## src/rtl/t03_pad_pkg.sv

```systemverilog
// Shared types and default constants for the serial game-pad poller.
package t03_pad_pkg;

    typedef enum logic [2:0] {
        StIdle,
        StLatch,
        StShift,
        StDone,
        StWait
    } pad_state_e;

    localparam int unsigned NesBits       = 8;
    localparam int unsigned SnesBits      = 16;
    localparam int unsigned DefDiv        = 4;
    localparam int unsigned DefLatchTicks = 30;
    localparam int unsigned DefBitTicks   = 30;
    localparam int unsigned DefFrameTicks = 41668;

endpackage

```

## src/rtl/t03_pad_tick_gen.sv

```systemverilog
// Free-running prescaler: one-clock tick every DIV clocks.
module t03_pad_tick_gen #(
    parameter int unsigned DIV = 4
) (
    input  logic clk,
    input  logic nrst,
    output logic tick
);

    localparam int unsigned DW = $clog2(DIV + 1);
    localparam logic [DW-1:0] DivLast = DW'(DIV - 1);

    logic [DW-1:0] div_cnt;

    always_ff @(posedge clk or negedge nrst) begin
        if (!nrst) begin
            div_cnt <= '0;
        end else if (div_cnt == DivLast) begin
            div_cnt <= '0;
        end else begin
            div_cnt <= div_cnt + DW'(1);
        end
    end

    assign tick = (div_cnt == DivLast);

endmodule

```

## src/rtl/t03_pad_poll_engine.sv

```systemverilog
// Multi-pad serial game-pad poller with one-shot and auto modes.
// Define T03_PAD_DEBOUNCE_EN to publish a bit only after two matching frames.
module t03_pad_poll_engine
    import t03_pad_pkg::*;
#(
    parameter int unsigned N_PADS      = 2,
    parameter int unsigned N_BITS      = NesBits,
    parameter int unsigned DIV         = DefDiv,
    parameter int unsigned LATCH_TICKS = DefLatchTicks,
    parameter int unsigned BIT_TICKS   = DefBitTicks,
    parameter int unsigned FRAME_TICKS = DefFrameTicks
) (
    input  logic                     clk,
    input  logic                     nrst,
    input  logic                     start_i,
    input  logic                     auto_i,
    input  logic [N_PADS-1:0]        pad_data_i,
    output logic                     pad_latch_o,
    output logic                     pad_clk_o,
    output logic [N_PADS*N_BITS-1:0] buttons_o,
    output logic                     frame_valid_o,
    output logic                     busy_o
);

    localparam int unsigned LW = $clog2(LATCH_TICKS + 1);
    localparam int unsigned PW = $clog2(BIT_TICKS + 1);
    localparam int unsigned BW = $clog2(N_BITS + 1);
    localparam int unsigned FW = $clog2(FRAME_TICKS + 1);

    localparam logic [LW-1:0] LatchLast = LW'(LATCH_TICKS - 1);
    localparam logic [PW-1:0] PhaseLast = PW'(BIT_TICKS - 1);
    localparam logic [PW-1:0] PhaseHalf = PW'(BIT_TICKS / 2);
    localparam logic [BW-1:0] BitLast   = BW'(N_BITS - 1);
    localparam logic [FW-1:0] FrameLast = FW'(FRAME_TICKS - 1);
    localparam logic [FW-1:0] FrameMax  = FW'(FRAME_TICKS);

    pad_state_e                       state;
    logic                             tick;
    logic [LW-1:0]                    latch_cnt;
    logic [PW-1:0]                    phase_cnt;
    logic [BW-1:0]                    bit_cnt;
    logic [FW-1:0]                    frame_cnt;
    logic [N_PADS-1:0][N_BITS-1:0]    shreg;
`ifdef T03_PAD_DEBOUNCE_EN
    logic [N_PADS-1:0][N_BITS-1:0]    hist;
`endif

    t03_pad_tick_gen #(
        .DIV(DIV)
    ) u_tick_gen (
        .clk (clk),
        .nrst(nrst),
        .tick(tick)
    );

    always_ff @(posedge clk or negedge nrst) begin
        if (!nrst) begin
            state         <= StIdle;
            latch_cnt     <= '0;
            phase_cnt     <= '0;
            bit_cnt       <= '0;
            frame_cnt     <= '0;
            shreg         <= '0;
            pad_latch_o   <= 1'b0;
            pad_clk_o     <= 1'b0;
            buttons_o     <= '0;
            frame_valid_o <= 1'b0;
            busy_o        <= 1'b0;
`ifdef T03_PAD_DEBOUNCE_EN
            hist          <= '0;
`endif
        end else begin
            frame_valid_o <= 1'b0;
            // Saturates so short FRAME_TICKS cannot wrap during a long frame.
            if (tick && state != StIdle && frame_cnt != FrameMax) begin
                frame_cnt <= frame_cnt + FW'(1);
            end

            unique case (state)
                StIdle: begin
                    if (tick && (start_i || auto_i)) begin
                        state       <= StLatch;
                        frame_cnt   <= '0;
                        latch_cnt   <= '0;
                        pad_latch_o <= 1'b1;
                        busy_o      <= 1'b1;
                    end
                end
                StLatch: begin
                    if (tick) begin
                        if (latch_cnt == LatchLast) begin
                            state       <= StShift;
                            pad_latch_o <= 1'b0;
                            bit_cnt     <= '0;
                            phase_cnt   <= '0;
                        end else begin
                            latch_cnt <= latch_cnt + LW'(1);
                        end
                    end
                end
                StShift: begin
                    if (tick) begin
                        if (phase_cnt == PhaseLast) begin
                            for (int p = 0; p < N_PADS; p++) begin
                                for (int i = 0; i < N_BITS; i++) begin
                                    if (bit_cnt == BW'(i)) shreg[p][i] <= ~pad_data_i[p];
                                end
                            end
                            phase_cnt <= '0;
                            if (bit_cnt == BitLast) begin
                                state     <= StDone;
                                pad_clk_o <= 1'b0;
                            end else begin
                                bit_cnt   <= bit_cnt + BW'(1);
                                pad_clk_o <= 1'b1;
                            end
                        end else begin
                            phase_cnt <= phase_cnt + PW'(1);
                            // Bit 0 is already on the line after latch; no clock edge.
                            pad_clk_o <= (bit_cnt != '0) && ((phase_cnt + PW'(1)) < PhaseHalf);
                        end
                    end
                end
                StDone: begin
`ifdef T03_PAD_DEBOUNCE_EN
                    buttons_o <= (buttons_o & ~(~(shreg ^ hist))) | (shreg & ~(shreg ^ hist));
                    hist      <= shreg;
`else
                    buttons_o <= shreg;
`endif
                    frame_valid_o <= 1'b1;
                    busy_o        <= 1'b0;
                    state         <= auto_i ? StWait : StIdle;
                end
                StWait: begin
                    if (tick) begin
                        if (!auto_i) begin
                            state <= StIdle;
                        end else if (frame_cnt >= FrameLast) begin
                            state       <= StLatch;
                            frame_cnt   <= '0;
                            latch_cnt   <= '0;
                            pad_latch_o <= 1'b1;
                            busy_o      <= 1'b1;
                        end
                    end
                end
                default: state <= StIdle;
            endcase
        end
    end

endmodule

```

## config.mk

```make
export PLATFORM = sky130hd
export DESIGN_NAME = t03_pad_poll_engine
export DESIGN_NICKNAME = d
export VERILOG_FILES = /design/src/rtl/t03_pad_pkg.sv /design/src/rtl/t03_pad_tick_gen.sv /design/src/rtl/t03_pad_poll_engine.sv
export SDC_FILE = /design/constraint.sdc
export NUM_CORES = 1
export LEC_CHECK = 0
export ABC_AREA = 1
export CAP_MARGIN = 20
export CORE_UTILIZATION = 44
export DETAILED_ROUTE_END_ITERATION = 10
export DONT_BUFFER_PORTS = 1
export MAX_ROUTING_LAYER = met4
export PLACE_DENSITY = 0.63
export SYNTH_ARGS = -nofsm -noshare
export SYNTH_HDL_FRONTEND = slang
export SYNTH_HIERARCHICAL = 1
export SYNTH_SLANG_ARGS = --single-unit
```

## constraint.sdc

```tcl
create_clock -name clk -period 2.5 [get_ports clk]
set_input_delay 0.375 -clock clk [delete_from_list [all_inputs] [get_ports clk]]
set_output_delay 0.375 -clock clk [all_outputs]
set_load 0.01 [all_outputs]
```

==> flow_metrics.env, run 1 <==
export IMPL_fin_crit_ns=2.054
export IMPL_synth_fp_nets=465
export IMPL_cts_buffers=9
export IMPL_grt_antenna_before_repair=0
export IMPL_crit_fanout=17
export IMPL_top_layer_used="met4"
export IMPL_hold_depth=1
export IMPL_final_common_cell="nand2_1"
export IMPL_cpMostUsedCell="inv_1"
export IMPL_num_vias=2830
export IMPL_cts_tree="yes"
export IMPL_path_clk_slew_ns=0.09
export IMPL_layout_common_cells="nand2_1 (128), dfrtp_1 (72), inv_1 (50)"
export IMPL_placed_cells=550
export IMPL_core_mm2=0.008175
export IMPL_track_usage_pct=18.62
export IMPL_drt_total_wl_um=6960
export IMPL_max_freq_mhz=486.8
export IMPL_firstDrtPassIters=5
export IMPL_hold_viol=0
export IMPL_rsz0062_at_grt="no"
export IMPL_path_class="flop to flop"
export IMPL_layout_nets=475
export IMPL_slowest_delay_ns=0.35
export IMPL_syn_area_mm2=0.003690
export IMPL_hold_path_class="input pin to flop"
export IMPL_wl_per_cell_um=12.25
export IMPL_final_util_pct=49.23
export IMPL_r2r_cells=10
export IMPL_drive_above_1_share_pct=12.53
export IMPL_clock_latency_ns=0.35
export IMPL_syn_inst=448
export IMPL_grt_max_degree=73
export IMPL_dieWidth_um=93.58
export IMPL_tns_ns=0
export IMPL_synth_warnings=6
export IMPL_p_total_mw=3.725
export IMPL_grt_pass1_vias=2705
export IMPL_area_delta_synth_final_pct=9.088
export IMPL_viasPerCell=4.982
export IMPL_p_per_area_mw_per_mm2=925.3
export IMPL_critPathCaptureType="flop"
export IMPL_tightest_slew_ns=0.3935
export IMPL_drc=0
export IMPL_ys_types=34
export IMPL_critPathSlowestCell="dfrtp_1"
export IMPL_period_share_pct=82.16
export IMPL_postSynthAreaPerCell_um2=8.236
export IMPL_drv_slew=0
export IMPL_clk_root_buffer_cell="clkbuf_8"
export IMPL_seq_area_frac_synth_pct=48.83
export IMPL_clk_path_buf_depth=2
export IMPL_pin_count=26
export IMPL_die_h_um=93.58
export IMPL_path_cells="ha_1, inv_1, nor2_1, o21ai_0, nand2_2, o21ai_2, nor2_2, nand3_4, o211ai_1, inv_1"
export IMPL_rows=33
export IMPL_clock_sinks=72
export IMPL_wl_met3_um=211
export IMPL_gpl_final_weighted_congestion=0.8707
export IMPL_crit_required_ns=2.74
export IMPL_synth_top_cell_by_area="dfrtp_1"
export IMPL_setup_viol=0
export IMPL_dp_hpwl_um=4945
export IMPL_dieArea_mm2=0.008756
export IMPL_layout_cells_non_filler=568
export IMPL_post_cts_resized=0
export IMPL_max_slew_margin_rel_pct=73.67
export IMPL_yosysTopAreaCellShare_pct=48.83
export IMPL_synth_seq_cells=72
export IMPL_ir_drop_mv=0.3101
export IMPL_ys_top_cells_by_area="dfrtp_1 (49%), nand2_1 (13%), inv_1 (5.1%)"
export IMPL_antenna_cells=0
export IMPL_worstPathArrival_ns=2.29
export IMPL_maxCapViolCount=0
export IMPL_finalClockSkew_ns=0.01235
export IMPL_worst_setup_path_start_kind="flop"
export IMPL_cts_max_level=3
export IMPL_drt_initial_drc_count=104
export IMPL_wl_met2_um=3154
export IMPL_io_buffers=0
export IMPL_power_leakage_nw=1.990
export IMPL_antenna_left=0
export IMPL_start_util_pct=45.13
export IMPL_outcome="finished, final reports clean"
export IMPL_grt_first_pass_wirelength_um=12380
export IMPL_grt_remaining_overflow=0
export IMPL_wl_met1_um=3498
[stage by stage]
step	hold slack, ns	setup WS (ns)	instance area, um^2
floorplan	0.07941	0.7126	3690
global placement	0.08152	0.5589	3805
detailed placement	0.08203	0.4099	3805
CTS	0.1041	0.4070	4025
global route	0.08691	0.2028	4025
finish	0.1170	0.4459	4025
[power by group]
part	internal, mW	switching [mW]	total (mW)
combinational	0.393	0.759	1.15
clock	0.377	0.486	0.863
sequential	1.41	0.295	1.71
total	2.18	1.54	3.72
[critical path, delay by kind of cell (launching register included)]
family	cells	cell delay, ns
AO/OA/AOI/OAI	3	0.44
adder cells (fa/ha/maj)	1	0.20
buffers and inverters	2	0.11
flip-flops	1	0.35
AND/OR/NAND/NOR	4	0.83
[sequential cells by signal, summed over array words and instances, names as in the netlist]
| register | count |
|---|---|
| phase_cnt | 5 |
| latch_cnt | 5 |
| pad_latch_o | 1 |
| shreg | 16 |
| u_tick_gen/div_cnt | 3 |
| buttons_o | 16 |
| frame_valid_o | 1 |
| bit_cnt | 4 |
| busy_o | 1 |
| state | 3 |
| pad_clk_o | 1 |
| frame_cnt | 16 |
[timing repair]
item | in CTS | in global routing
setup endpoints to repair | 0 | 0
endpoints found under the hold margin | 72 | 0
hold buffers | 2 | 0
buffers inserted | 0 | 0
[cells in the mapped netlist]
library cell  number
nand4_2            2
nor3_4             3
o21ai_2            2
inv_2              5
nand3_2            5
a21oi_1            9
nand3b_1           1
o21bai_1           1
xor2_1             8
nand3_4            1
nor3_1             5
o211ai_2           2
nor2_2             7
ha_1              11
nand4_1            7
nand3_1           31
nand2_1          128
o21ai_0           32
or2_2              7
nor3_2             1
o211ai_1           1
o21ai_1            6
o21a_1             1
buf_6              1
buf_4              1
nand2_2            3
inv_4              1
a21boi_0           1
dfrtp_1           72
nor2_1            39
buf_2              2
o22ai_1            1
a2bb2oi_1          1
inv_1             50
[per-layer routing]
| metal | vias to the layer above | track usage, % |
|---|---|---|
| met1 | 1339 | 23.76 |
| met3 | 10 | 4.797 |
| met4 | 0 | 6.154 |
| met2 | 26 | 28.92 |
| met5 | - | - |
| li1 | 1455 | - |
[cell families (layout without fill, tap and decap cells)]
| group | Yosys count | count (layout) | share of synthesized area (%) |
|---|---|---|---|
| simple gates | 240 | 240 | 30.25 |
| flops | 72 | 72 | 48.83 |
| buf+inv | 60 | 75 | 6.545 |
| compound gates | 57 | 57 | 8.749 |
| fa+ha+maj | 11 | 11 | 3.730 |
| xor+xnor | 8 | 8 | 1.899 |
[path summary, 6_finish.rpt]
path	slack, ns	to	start
setup / recovery	0.45	frame_cnt[4]	u_tick_gen/div_cnt[0]
hold reg to reg	0.44	u_tick_gen/div_cnt[0]	u_tick_gen/div_cnt[0]
min in group asynchronous	0.57	buttons_o[7]	nrst
setup reg to reg	0.45	frame_cnt[4]	u_tick_gen/div_cnt[0]
hold / removal	0.12	shreg[7]	pad_data_i[0]
max in group asynchronous	1.65	latch_cnt[2]	nrst
[area by class of cell]
cell class                      count  area [um^2]
Fill cell                         787         4150
Inverter                           56        212.7
Clock buffer                        9        123.9
Tap cell                          105        131.4
Clock inverter                      7        58.81
Timing Repair Buffer                3        45.04
Multi-Input combinational cell    316         1652
Sequential cell                    72         1802
Power figures use the tool's default switching activity.
==> run 2, diff against run 1 <==
==> constraint.sdc (replaced) <==
create_clock -name clk -period 2.1 [get_ports clk]
set_input_delay 0.315 -clock clk [delete_from_list [all_inputs] [get_ports clk]]
set_output_delay 0.315 -clock clk [all_outputs]
set_load 0.01 [all_outputs]
==> run 2 against run 1 <==
  * Clock skew grew 0.0018 ns
  * Sequential power grew 19%
  * Non-clock buffer count grew 1
  * Largest power group unchanged
  * Cell count grew 0.18%
  * Highest routed layer unchanged
  * Critical path type unchanged
  * First-iteration DRC count grew 8.7%
  * Critical path depth shrank 3
  * Design area grew 1.9%
  * Core utilization grew 0.93 points
  * Wire length shrank 2.3%
==> flow_metrics.env, run 2 (synthesized netlist as in run 1, its figures left out) <==
export IMPL_cts_buffers=9
export IMPL_drt_total_wl_um=6801
export IMPL_cpMostUsedCell="nor3_4"
export IMPL_rows=33
export IMPL_dieWidth_um=93.58
export IMPL_critPathSlowestCell="dfrtp_1"
export IMPL_cts_tree="yes"
export IMPL_core_mm2=0.008175
export IMPL_path_cells="nor3_4, inv_2, nor2_1, inv_1, nor3_4, nand2_1, o21ai_0"
export IMPL_share_comb_of_total_power_pct=28.5
export IMPL_critPathCaptureType="flop"
export IMPL_setup_viol=0
export IMPL_final_util_pct=50.17
export IMPL_dieArea_mm2=0.008756
export IMPL_maxCapViolCount=0
export IMPL_hold_path_class="input pin to flop"
export IMPL_gpl_final_weighted_congestion=0.8417
export IMPL_grt_pass1_vias=2696
export IMPL_drc=0
export IMPL_io_buffers=0
export IMPL_crit_fanout=7
export IMPL_wl_per_cell_um=11.95
export IMPL_power_share_clock_pct=29.0
export IMPL_antenna_left=0
export IMPL_max_freq_mhz=552.5
export IMPL_tightest_slew_ns=0.3511
export IMPL_antenna_cells=0
export IMPL_drt_initial_drc_count=113
export IMPL_clock_sinks=72
export IMPL_holdWs_ns=0.05654
export IMPL_grt_first_pass_wirelength_um=12140
export IMPL_clock_latency_ns=0.35
export IMPL_nFillCells=771
export IMPL_grt_max_degree=73
export IMPL_grt_antenna_before_repair=0
export IMPL_power_leakage_nw=2.034
export IMPL_crit_required_ns=2.36
export IMPL_final_common_cell="nand2_1"
export IMPL_tns_ns=0
export IMPL_hold_viol=0
export IMPL_p_per_area_mw_per_mm2=1160
export IMPL_area_delta_synth_final_pct=11.16
export IMPL_outcome="finished, final reports clean"
export IMPL_grt_remaining_overflow=0
export IMPL_fin_crit_ns=1.810
export IMPL_layout_common_cells="nand2_1 (128), dfrtp_1 (72), inv_1 (50)"
export IMPL_rsz0062_at_grt="no"
export IMPL_slowest_delay_ns=0.50
export IMPL_max_slew_margin_rel_pct=76.41
export IMPL_num_vias=2773
export IMPL_start_util_pct=45.13
export IMPL_intPower_mw=2.955
export IMPL_firstDrtPassIters=4
export IMPL_drv_slew=0
export IMPL_layout_nets=476
export IMPL_ir_drop_mv=0.5740
export IMPL_worstPathArrival_ns=2.07
export IMPL_power_frac_seq_pct=42.6
export IMPL_switching_share_pct=37.91
export IMPL_dp_hpwl_um=4843
export IMPL_cts_max_level=3
export IMPL_pin_count=26
export IMPL_die_h_um=93.58
export IMPL_drive_above_1_share_pct=12.72
export IMPL_post_cts_buffers=0
export IMPL_finalClockSkew_ns=0.01415
export IMPL_period_share_pct=86.19
export IMPL_reg_largest_list="buttons_o (16), frame_cnt (16), shreg (16)"
export IMPL_clk_path_buf_depth=2
export IMPL_worst_setup_path_start_kind="flop"
export IMPL_clk_root_buffer_cell="clkbuf_8"
export IMPL_track_usage_pct=18.36
export IMPL_path_class="flop to flop"
export IMPL_path_clk_slew_ns=0.09
export IMPL_viasPerCell=4.873
export IMPL_p_sw_mw=1.804
## run 2: final cells by class
cell class                 count  area, um^2  share of cell area [%]
sequential                    72        1802                   43.93
multi-input combinational    316        1652                   40.27
inverter                      56       212.7                   5.186
tap                          105       131.4                   3.203
clock inverter                 7       127.6                   3.112
clock buffer                   9       123.9                   3.020
timing repair buffer           4       52.55                   1.281
## run 2: metrics by stage
| stage | instance area, um^2 | setup WS, ns | instances | total power [mW] |
|---|---|---|---|---|
| floorplan | 3690 | 0.3126 | 448 | 3.137 |
| global placement | 3812 | 0.2903 | 551 | 3.379 |
| detailed placement | 3812 | 0.2905 | 551 | 3.412 |
| CTS | 4101 | 0.2784 | 569 | 4.831 |
| global route | 4101 | 0.1286 | 569 | 5.141 |
| finish | 4101 | 0.2899 | 569 | 4.759 |
## run 2: final timing paths
check / start / to / cells after the start / slack, ns
hold reg to reg: u_tick_gen/div_cnt[0] / u_tick_gen/div_cnt[0] / 1 / 0.43
max in group asynchronous: nrst / latch_cnt[2] / 2 / 1.30
min in group asynchronous: nrst / frame_cnt[11] / 2 / 0.51
setup reg to reg: state[2] / phase_cnt[4] / 7 / 0.29
hold / removal: pad_data_i[0] / shreg[4] / 1 / 0.06
setup / recovery: state[2] / phase_cnt[4] / 7 / 0.29
## run 2: critical path, delay by kind of cell (launching register included)
family                 cells  cell delay [ns]
AOI/OAI and AO/OA          1             0.08
and+or+nand+nor            4             0.87
DFF                        1             0.50
buffers and inverters      2             0.26
## run 2: timing repair
| item | CTS | global route |
|---|---|---|
| resized for setup | 0 | 0 |
| hold buffers | 2 | 0 |
| hold endpoints to repair | 72 | 0 |
## run 2: per-layer routing
metal	global-route usage, %	routed length [um]	vias to the layer above
li1	-	-	1460
met1	23.13	3443	1278
met2	28.55	3038	28
met3	4.634	224	7
met4	6.923	95	0
met5	-	0	-
## run 2: power groups by stage
stage	Clock, mW	Sequential [mW]	Combinational (mW)
2_1_floorplan	0	2.00	1.14
3_3_place_gp	0	2.05	1.33
3_5_place_dp	0	2.06	1.35
4_1_cts	1.41	2.03	1.39
5_1_grt	1.48	2.08	1.58
6_report	1.38	2.03	1.35
==> run 3, diff against run 2 <==
--- a/config.mk
+++ b/config.mk
@@ -6,7 +6,7 @@
 export NUM_CORES = 1
 export LEC_CHECK = 0
 export ABC_AREA = 1
-export CAP_MARGIN = 20
+export CAP_MARGIN = 40
 export CORE_UTILIZATION = 44
 export DETAILED_ROUTE_END_ITERATION = 10
 export DONT_BUFFER_PORTS = 1
==> results of run 3 <==
Same layout as run 2: the final DEF is identical, and so are final timing and power.
